===== src/rtl/mem_arbiter_pkg.sv =====
// Shared types and limits for the memory arbiter: state encoding, default widths
// and a width helper used to size the index and latency-counter registers.
package mem_arbiter_pkg;

   localparam int AW_DEF       = 12;
   localparam int DW_DEF       = 16;
   localparam int NREQ_MIN     = 2;
   localparam int NREQ_MAX     = 4;
   localparam int READ_LAT_MIN = 1;
   localparam int READ_LAT_MAX = 3;

   typedef enum logic [1:0] {
      IDLE  = 2'd0,
      ISSUE = 2'd1,
      WAIT  = 2'd2,
      DONE  = 2'd3
   } arb_state_t;

   // Bits needed to hold values 0..n-1, never less than one bit.
   function automatic int bits_for(int n);
      return (n > 1) ? $clog2(n) : 1;
   endfunction

endpackage


===== src/rtl/mem_arbiter_if.sv =====
// Requester-side handshake and memory-macro bus of the arbiter, bundled so the
// arbiter sees one port; the slave modport is the arbiter's view.
interface mem_arbiter_if
   import mem_arbiter_pkg::*;
#(
   parameter int NREQ = 2,
   parameter int AW   = AW_DEF,
   parameter int DW   = DW_DEF
);
   logic [NREQ-1:0]    req;
   logic [NREQ-1:0]    we;
   logic [NREQ*AW-1:0] addr;
   logic [NREQ*DW-1:0] wdata;
   logic [NREQ-1:0]    gnt;
   logic [NREQ-1:0]    rvalid;
   logic [DW-1:0]      rdata;
   logic [AW-1:0]      mem_addr;
   logic [DW-1:0]      mem_wdata;
   logic               mem_we;
   logic [DW-1:0]      mem_rdata;

   modport slave (
      input  req, we, addr, wdata, mem_rdata,
      output gnt, rvalid, rdata, mem_addr, mem_wdata, mem_we
   );

   modport master (
      output req, we, addr, wdata, mem_rdata,
      input  gnt, rvalid, rdata, mem_addr, mem_wdata, mem_we
   );
endinterface


===== src/rtl/mem_arbiter_rr_pick.sv =====
// Combinational round-robin pick: first asserted request strictly after ptr,
// wrapping from NREQ-1 back to 0, so the last winner has lowest priority.
module rr_pick
   import mem_arbiter_pkg::*;
#(
   parameter int NREQ = 2,
   localparam int IW  = bits_for(NREQ)
) (
   input  logic [NREQ-1:0] req,
   input  logic [IW-1:0]   ptr,
   output logic            any,
   output logic [IW-1:0]   win
);
   int idx;

   always_comb begin
      any = 1'b0;
      win = '0;
      idx = 0;
      for (int i = 1; i <= NREQ; i++) begin
         idx = int'(ptr) + i;
         if (idx >= NREQ) idx = idx - NREQ;
         if (!any && req[idx]) begin
            any = 1'b1;
            win = IW'(idx);
         end
      end
   end

endmodule


===== src/rtl/mem_arbiter.sv =====
// Round-robin arbiter sharing one single-port memory between NREQ requesters.
// One access at a time: IDLE picks, ISSUE drives the macro, WAIT/DONE return read data.
module mem_arbiter
   import mem_arbiter_pkg::*;
#(
   parameter int NREQ     = 2,
   parameter int AW       = AW_DEF,
   parameter int DW       = DW_DEF,
   parameter int READ_LAT = 1
) (
   input  logic         clk,
   input  logic         rst_n,
   mem_arbiter_if.slave bus
);
   localparam int IW = bits_for(NREQ);
   localparam int CW = bits_for(READ_LAT_MAX);

   arb_state_t              state_q, state_d;
   logic [IW-1:0]           ptr_q, ptr_d;
   logic [IW-1:0]           win_q, win_d;
   logic                    we_q, we_d;
   logic [AW-1:0]           addr_q, addr_d;
   logic [DW-1:0]           wdata_q, wdata_d;
   logic [DW-1:0]           rdata_q, rdata_d;
   logic [CW-1:0]           cnt_q, cnt_d;

   logic [NREQ-1:0][AW-1:0] addr_v;
   logic [NREQ-1:0][DW-1:0] wdata_v;
   logic                    pick_any;
   logic [IW-1:0]           pick_win;
   logic [NREQ-1:0]         gnt;
   logic [NREQ-1:0]         rvalid;
   logic                    mem_we;

   assign addr_v  = bus.addr;
   assign wdata_v = bus.wdata;

   rr_pick #(.NREQ(NREQ)) u_pick (
      .req (bus.req),
      .ptr (ptr_q),
      .any (pick_any),
      .win (pick_win)
   );

   // addr_q/wdata_q double as the macro drive, so they only move on entry to ISSUE.
   always_comb begin
      state_d = state_q;
      ptr_d   = ptr_q;
      win_d   = win_q;
      we_d    = we_q;
      addr_d  = addr_q;
      wdata_d = wdata_q;
      rdata_d = rdata_q;
      cnt_d   = cnt_q;
      gnt     = '0;
      rvalid  = '0;
      mem_we  = 1'b0;
      unique case (state_q)
         IDLE: begin
            if (pick_any) begin
               state_d = ISSUE;
               ptr_d   = pick_win;
               win_d   = pick_win;
               we_d    = bus.we[pick_win];
               addr_d  = addr_v[pick_win];
               wdata_d = wdata_v[pick_win];
            end
         end
         ISSUE: begin
            gnt[win_q] = 1'b1;
            mem_we     = we_q;
            if (we_q) begin
               state_d = IDLE;
            end else begin
               state_d = WAIT;
               cnt_d   = CW'(READ_LAT - 1);
            end
         end
         WAIT: begin
            if (cnt_q == '0) begin
               rdata_d = bus.mem_rdata;
               state_d = DONE;
            end else begin
               cnt_d = cnt_q - 1'b1;
            end
         end
         DONE: begin
            rvalid[win_q] = 1'b1;
            state_d       = IDLE;
         end
         default: state_d = IDLE;
      endcase
   end

   // Reset leaves the pointer on the last requester so requester 0 wins first.
   always_ff @(posedge clk or negedge rst_n) begin
      if (!rst_n) begin
         state_q <= IDLE;
         ptr_q   <= IW'(NREQ - 1);
         win_q   <= '0;
         we_q    <= 1'b0;
         addr_q  <= '0;
         wdata_q <= '0;
         rdata_q <= '0;
         cnt_q   <= '0;
      end else begin
         state_q <= state_d;
         ptr_q   <= ptr_d;
         win_q   <= win_d;
         we_q    <= we_d;
         addr_q  <= addr_d;
         wdata_q <= wdata_d;
         rdata_q <= rdata_d;
         cnt_q   <= cnt_d;
      end
   end

   assign bus.gnt       = gnt;
   assign bus.rvalid    = rvalid;
   assign bus.mem_we    = mem_we;
   assign bus.mem_addr  = addr_q;
   assign bus.mem_wdata = wdata_q;
   assign bus.rdata     = rdata_q;

endmodule


===== src/flat_wrapper.sv =====
// flat-port wrapper written by rule: the top's interface ports become plain ports
module mem_arbiter_flat import mem_arbiter_pkg::*;
#(
   parameter int NREQ     = 2,
   parameter int AW       = AW_DEF,
   parameter int DW       = DW_DEF,
   parameter int READ_LAT = 1
)
  (clk, rst_n, bus_req, bus_we, bus_addr, bus_wdata, bus_mem_rdata, bus_gnt, bus_rvalid, bus_rdata, bus_mem_addr, bus_mem_wdata, bus_mem_we);
  mem_arbiter_if #(.NREQ(NREQ), .AW(AW), .DW(DW)) bus_i ();
  input  logic clk;
  input  logic rst_n;
  input wire logic [$bits(bus_i.req)-1:0] bus_req;
  input wire logic [$bits(bus_i.we)-1:0] bus_we;
  input wire logic [$bits(bus_i.addr)-1:0] bus_addr;
  input wire logic [$bits(bus_i.wdata)-1:0] bus_wdata;
  input wire logic [$bits(bus_i.mem_rdata)-1:0] bus_mem_rdata;
  output wire logic [$bits(bus_i.gnt)-1:0] bus_gnt;
  output wire logic [$bits(bus_i.rvalid)-1:0] bus_rvalid;
  output wire logic [$bits(bus_i.rdata)-1:0] bus_rdata;
  output wire logic [$bits(bus_i.mem_addr)-1:0] bus_mem_addr;
  output wire logic [$bits(bus_i.mem_wdata)-1:0] bus_mem_wdata;
  output wire logic [$bits(bus_i.mem_we)-1:0] bus_mem_we;
  assign bus_i.req = bus_req;
  assign bus_i.we = bus_we;
  assign bus_i.addr = bus_addr;
  assign bus_i.wdata = bus_wdata;
  assign bus_i.mem_rdata = bus_mem_rdata;
  assign bus_gnt = bus_i.gnt;
  assign bus_rvalid = bus_i.rvalid;
  assign bus_rdata = bus_i.rdata;
  assign bus_mem_addr = bus_i.mem_addr;
  assign bus_mem_wdata = bus_i.mem_wdata;
  assign bus_mem_we = bus_i.mem_we;
  mem_arbiter #(.NREQ(NREQ), .AW(AW), .DW(DW), .READ_LAT(READ_LAT)) u_core (.clk(clk), .rst_n(rst_n), .bus(bus_i));
endmodule

===== config.mk =====
export PLATFORM = sky130hd
export DESIGN_NAME = mem_arbiter_flat
export DESIGN_NICKNAME = d
export VERILOG_FILES = /design/src/rtl/mem_arbiter_pkg.sv /design/src/rtl/mem_arbiter_if.sv /design/src/rtl/mem_arbiter_rr_pick.sv /design/src/rtl/mem_arbiter.sv /design/src/flat_wrapper.sv
export SDC_FILE = /design/constraint.sdc
export NUM_CORES = 1
export LEC_CHECK = 0
export CAP_MARGIN = 20
export CORE_AREA = 5 5 83 85
export CTS_CLUSTER_DIAMETER = 100
export DETAILED_ROUTE_END_ITERATION = 10
export DIE_AREA = 0 0 88 90
export HOLD_SLACK_MARGIN = 0.05
export PLACE_DENSITY = 0.8
export SLEW_MARGIN = 20
export SYNTH_ARGS = -nofsm -noshare
export SYNTH_HDL_FRONTEND = slang
export SYNTH_HIERARCHICAL = 1
export SYNTH_SLANG_ARGS = --single-unit
export TNS_END_PERCENT = 30

===== constraint.sdc =====
create_clock -name clk -period 1.8 [get_ports clk]
set_input_delay 0.36 -clock clk [delete_from_list [all_inputs] [get_ports clk]]
set_output_delay 0.36 -clock clk [all_outputs]
set_load 0.005 [all_outputs]

==> Flow_metrics.wiki <==
{| class="wikitable"
! Metric !! Value
|-
| Endpoint kind of the worst setup timing path || output port
|-
| Final Max Slew Viols || 0
|-
| Clock slew at the register clock pins of the worst setup and hold paths || 0.09 ns
|-
| Final setup viols || 0
|-
| Pre-CTS setup slack || -0.104 ns
|-
| Lkg Pwr || 1.62 nW
|-
| Number of levels the H-tree was split into || 2
|-
| Worst min-delay path startpoint || u_core/bus.rdata[13]
|-
| Total Power Consumption || 5.34 mW
|-
| Final cell count without fillers || 401
|-
| Total clock buffers created by CTS || 5
|-
| Total Die Area || 7920 sq um
|-
| Tightest slew margin relative to the limit || 80.2%
|-
| Pin count of the biggest net entering global routing || 52
|-
| Reg-to-reg startpoint || u_core/state_q[0]
|-
| Total negative setup slack || 0 ns
|-
| First DRT Iteration DRCs || 53
|-
| Width of the chip || 88 um
|-
| PwrDens || 1410 nW/um^2
|-
| Critical-path top delay cell || sky130_fd_sc_hd__dfrtp_2
|-
| Worst clock skew || 0.00495 ns
|-
| Clock latency on the worst-skew pair || 0.29 ns
|-
| Maximum buffer depth of the clock tree || 2
|-
| Status || finished clean
|-
| Share of final-layout standard cells stronger than drive strength 1 || 12.0%
|-
| First-pass iteration count of the detailed router || 4
|-
| Cell area after technology mapping || 2310 sq um
|-
| Placed Area || 3670 sq um
|-
| RSZ-0062 raised after global routing || no
|-
| Final weighted congestion of routability-driven global placement || 0.681
|-
| Worst-case setup margin in the final layout || 0.209 ns
|-
| Peak supply drop || 0.650 mV
|-
| Gate count of the mapped netlist || 194
|-
| Post-layout net count || 403
|-
| Post-route DRC violation count || 0
|-
| Number of clock sinks || 51
|-
| Post-Syn Nets || 273
|-
| Root buf cell || sky130_fd_sc_hd__clkbuf_8
|-
| Synthesis-stage register bit count || 51
|-
| Via density per instance || 4.69
|-
| CP arrival || 1.23 ns
|-
| Launching element type of the critical path || register
|-
| Cell area after layout || 3800 sq um
|-
| Global-route wire length before repair || 9120 um
|-
| End-of-flow core utilization || 61.9%
|-
| Per-cell routed wire length || 14.7 um
|-
| Number of cells on the worst hold path || 1
|-
| Input/output buffers || 126
|-
| Floorplan core area || 6130 sq um
|-
| Maximum clock rate || 0.628 GHz
|-
| Hold Vio Cnt, Final || 0
|-
| Number of different library cells in the post-synthesis netlist || 23
|-
| Worst hold margin || 0.495 ns
|-
| Required time at the endpoint of the critical path || 1.44 ns
|-
| Class of the worst hold path || register to register
|-
| Final period demand of the worst path || 1.59 ns
|-
| Initial core utilization || 37.6%
|-
| Syn_area_per_cell || 11.9 sq um
|-
| Synthesis-to-layout area growth || 64.4%
|-
| Number of global-route vias before repair || 1,935
|-
| Largest incremental delay on the critical path || 0.45 ns
|-
| Max-capacitance violation count || 0
|-
| Share of the yosys chip area belonging to registers || 55.3%
|-
| I/O pin cnt || 127
|-
| Critical path start-end classification || register to output port
|-
| Std cell rows || 29
|-
| Final cycle utilization of the critical path || 88.4%
|-
| Measured slew at the worst slew-check pin || 0.297 ns
|-
| Half-perimeter wire length of the detailed placement result || 4670 um
|-
| Residual antenna-violating net count after detailed routing || 0
|-
| Antenna violations before repair || 0
|-
| Overall via count from detail_route || 1,880
|-
| Overflow left after global routing || 0
|-
| Wire length after detailed routing || 5910 um
|-
| GRT Util Overall || 14.6%
|-
| Number of antenna diodes || 0
|-
| Path depth of the worst reg2reg path || 4
|-
| Yosys warning count || 6
|-
| Vert. Die Dim || 90 um
|-
| Maximum net fanout on the critical path || 7
|-
| Placed instance count || 391
|-
| Worst path cell trace || nor3b_1 > dlygate4sd2_1
|-
| TritonCTS clock tree || done
|}
==> where the power goes <==
part / switching (mW) / total, mW / internal, mW
combinational: 0.985 / 2.67 / 1.68
clock: 0.349 / 0.651 / 0.302
sequential: 0.315 / 2.03 / 1.71
==> timing repair <==
item / in CTS / in global routing
hold buffers: 1 / 0
setup endpoints to repair: 5 / 2
resized for setup: 5 / 3
endpoints found under the hold margin: 41 / 0
setup buffers: 0 / 2
gates cloned: 0 / 0
==> cell usage after synthesis <==
| library cell | n | area (sq um) |
|---|---|---|
| sky130_fd_sc_hd__buf_6 | 6 | 67.6 |
| sky130_fd_sc_hd__or2_1 | 1 | 6.26 |
| sky130_fd_sc_hd__buf_2 | 5 | 25.0 |
| sky130_fd_sc_hd__nor4bb_1 | 1 | 10.0 |
| sky130_fd_sc_hd__nor2_1 | 33 | 124 |
| sky130_fd_sc_hd__mux2i_1 | 31 | 310 |
| sky130_fd_sc_hd__mux2_1 | 3 | 33.8 |
| sky130_fd_sc_hd__inv_1 | 2 | 7.51 |
| sky130_fd_sc_hd__dfstp_2 | 1 | 26.3 |
| sky130_fd_sc_hd__clkbuf_1 | 2 | 7.51 |
| sky130_fd_sc_hd__nand2_1 | 2 | 7.51 |
| sky130_fd_sc_hd__and3b_1 | 2 | 17.5 |
| sky130_fd_sc_hd__and3_1 | 1 | 6.26 |
| sky130_fd_sc_hd__dfrtp_1 | 50 | 1250 |
| sky130_fd_sc_hd__mux2_2 | 15 | 169 |
| sky130_fd_sc_hd__nor3_1 | 1 | 5.00 |
| sky130_fd_sc_hd__nand2b_1 | 2 | 12.5 |
| sky130_fd_sc_hd__a21boi_1 | 1 | 7.51 |
| sky130_fd_sc_hd__nor3b_4 | 1 | 18.8 |
| sky130_fd_sc_hd__nor3b_1 | 1 | 7.51 |
| sky130_fd_sc_hd__a21oi_1 | 31 | 155 |
| sky130_fd_sc_hd__ha_1 | 1 | 12.5 |
| sky130_fd_sc_hd__nand3b_4 | 1 | 20.0 |
==> path summary, 6_finish.rpt <==
check	endpoint	slack (ns)
max reg2reg	u_core/bus.rdata[14]	0.22
min in group asynchronous	u_core/bus.mem_addr[7]	0.57
max in group asynchronous	u_core/ptr_q	0.95
max	bus_gnt[0]	0.21
min	u_core/bus.rdata[13]	0.49
min reg2reg	u_core/bus.rdata[13]	0.49
==> sequential cells by signal (all words and copies together), names as in the netlist, named ones only <==
signal and cells:
u_core/bus.mem_addr 12, u_core/win_q 1, u_core/bus.rdata 16, u_core/we_q 1, u_core/state_q 1, u_core/cnt_q 2
u_core/bus.mem_wdata 16, u_core/ptr_q 1
==> area by class of cell <==
class | count | area, sq um
fill | 547 | 2340
timing repair buffer | 136 | 1390
sequential | 51 | 1280
multi-input combinational | 128 | 940
tap | 77 | 96.3
clock buffer | 6 | 82.6
inverter | 2 | 7.51
clock inverter | 1 | 5.00
==> kinds of logic after synthesis <==
group                    after synthesis  synth area share, %
flip-flops                            51                 55.3
AO/OA/AOI/OAI                         32                 7.05
AND/OR/NAND/NOR                       46                 10.2
adder cells (fa/ha/maj)                1                0.542
multiplexers                          49                 22.2
buffers and inverters                 15                 4.66
==> cells in the final DEF (no fill, tap or decap), drive strengths merged <==
cell	netlist	routed
clkdlybuf4s50	0	120
dfrtp	50	50
nor2	33	33
mux2i	31	31
a21oi	31	31
mux2	18	18
buf	11	10
clkbuf	2	6
dlygate4sd2	0	3
dlymetal6s2s	0	2
inv	2	2
nand2	2	2
and3b	2	2
nand2b	2	2
nor3b	2	2
clkinv	0	1
dlygate4sd3	0	1
and3	1	1
nand3b	1	1
nor4bb	1	1
nor3	1	1
ha	1	1
dfstp	1	1
a21boi	1	1
or2	1	1
==> worst max-delay path, delay by kind of cell, from the launching register on <==
family                 cells  cell delay, ns
buffers and inverters      1            0.28
flip-flops                 1            0.45
AND/OR/NAND/NOR            1            0.21
==> routing by layer <==
layer  up-vias  track usage [%]  routed length [um]
met5         -                0                   0
met4         0             5.50                 104
met3        11             3.66                 424
met2        62             26.1                3220
met1       883             16.3                2160
li1        924                -                   -
(Power assumes the default switching activity.)
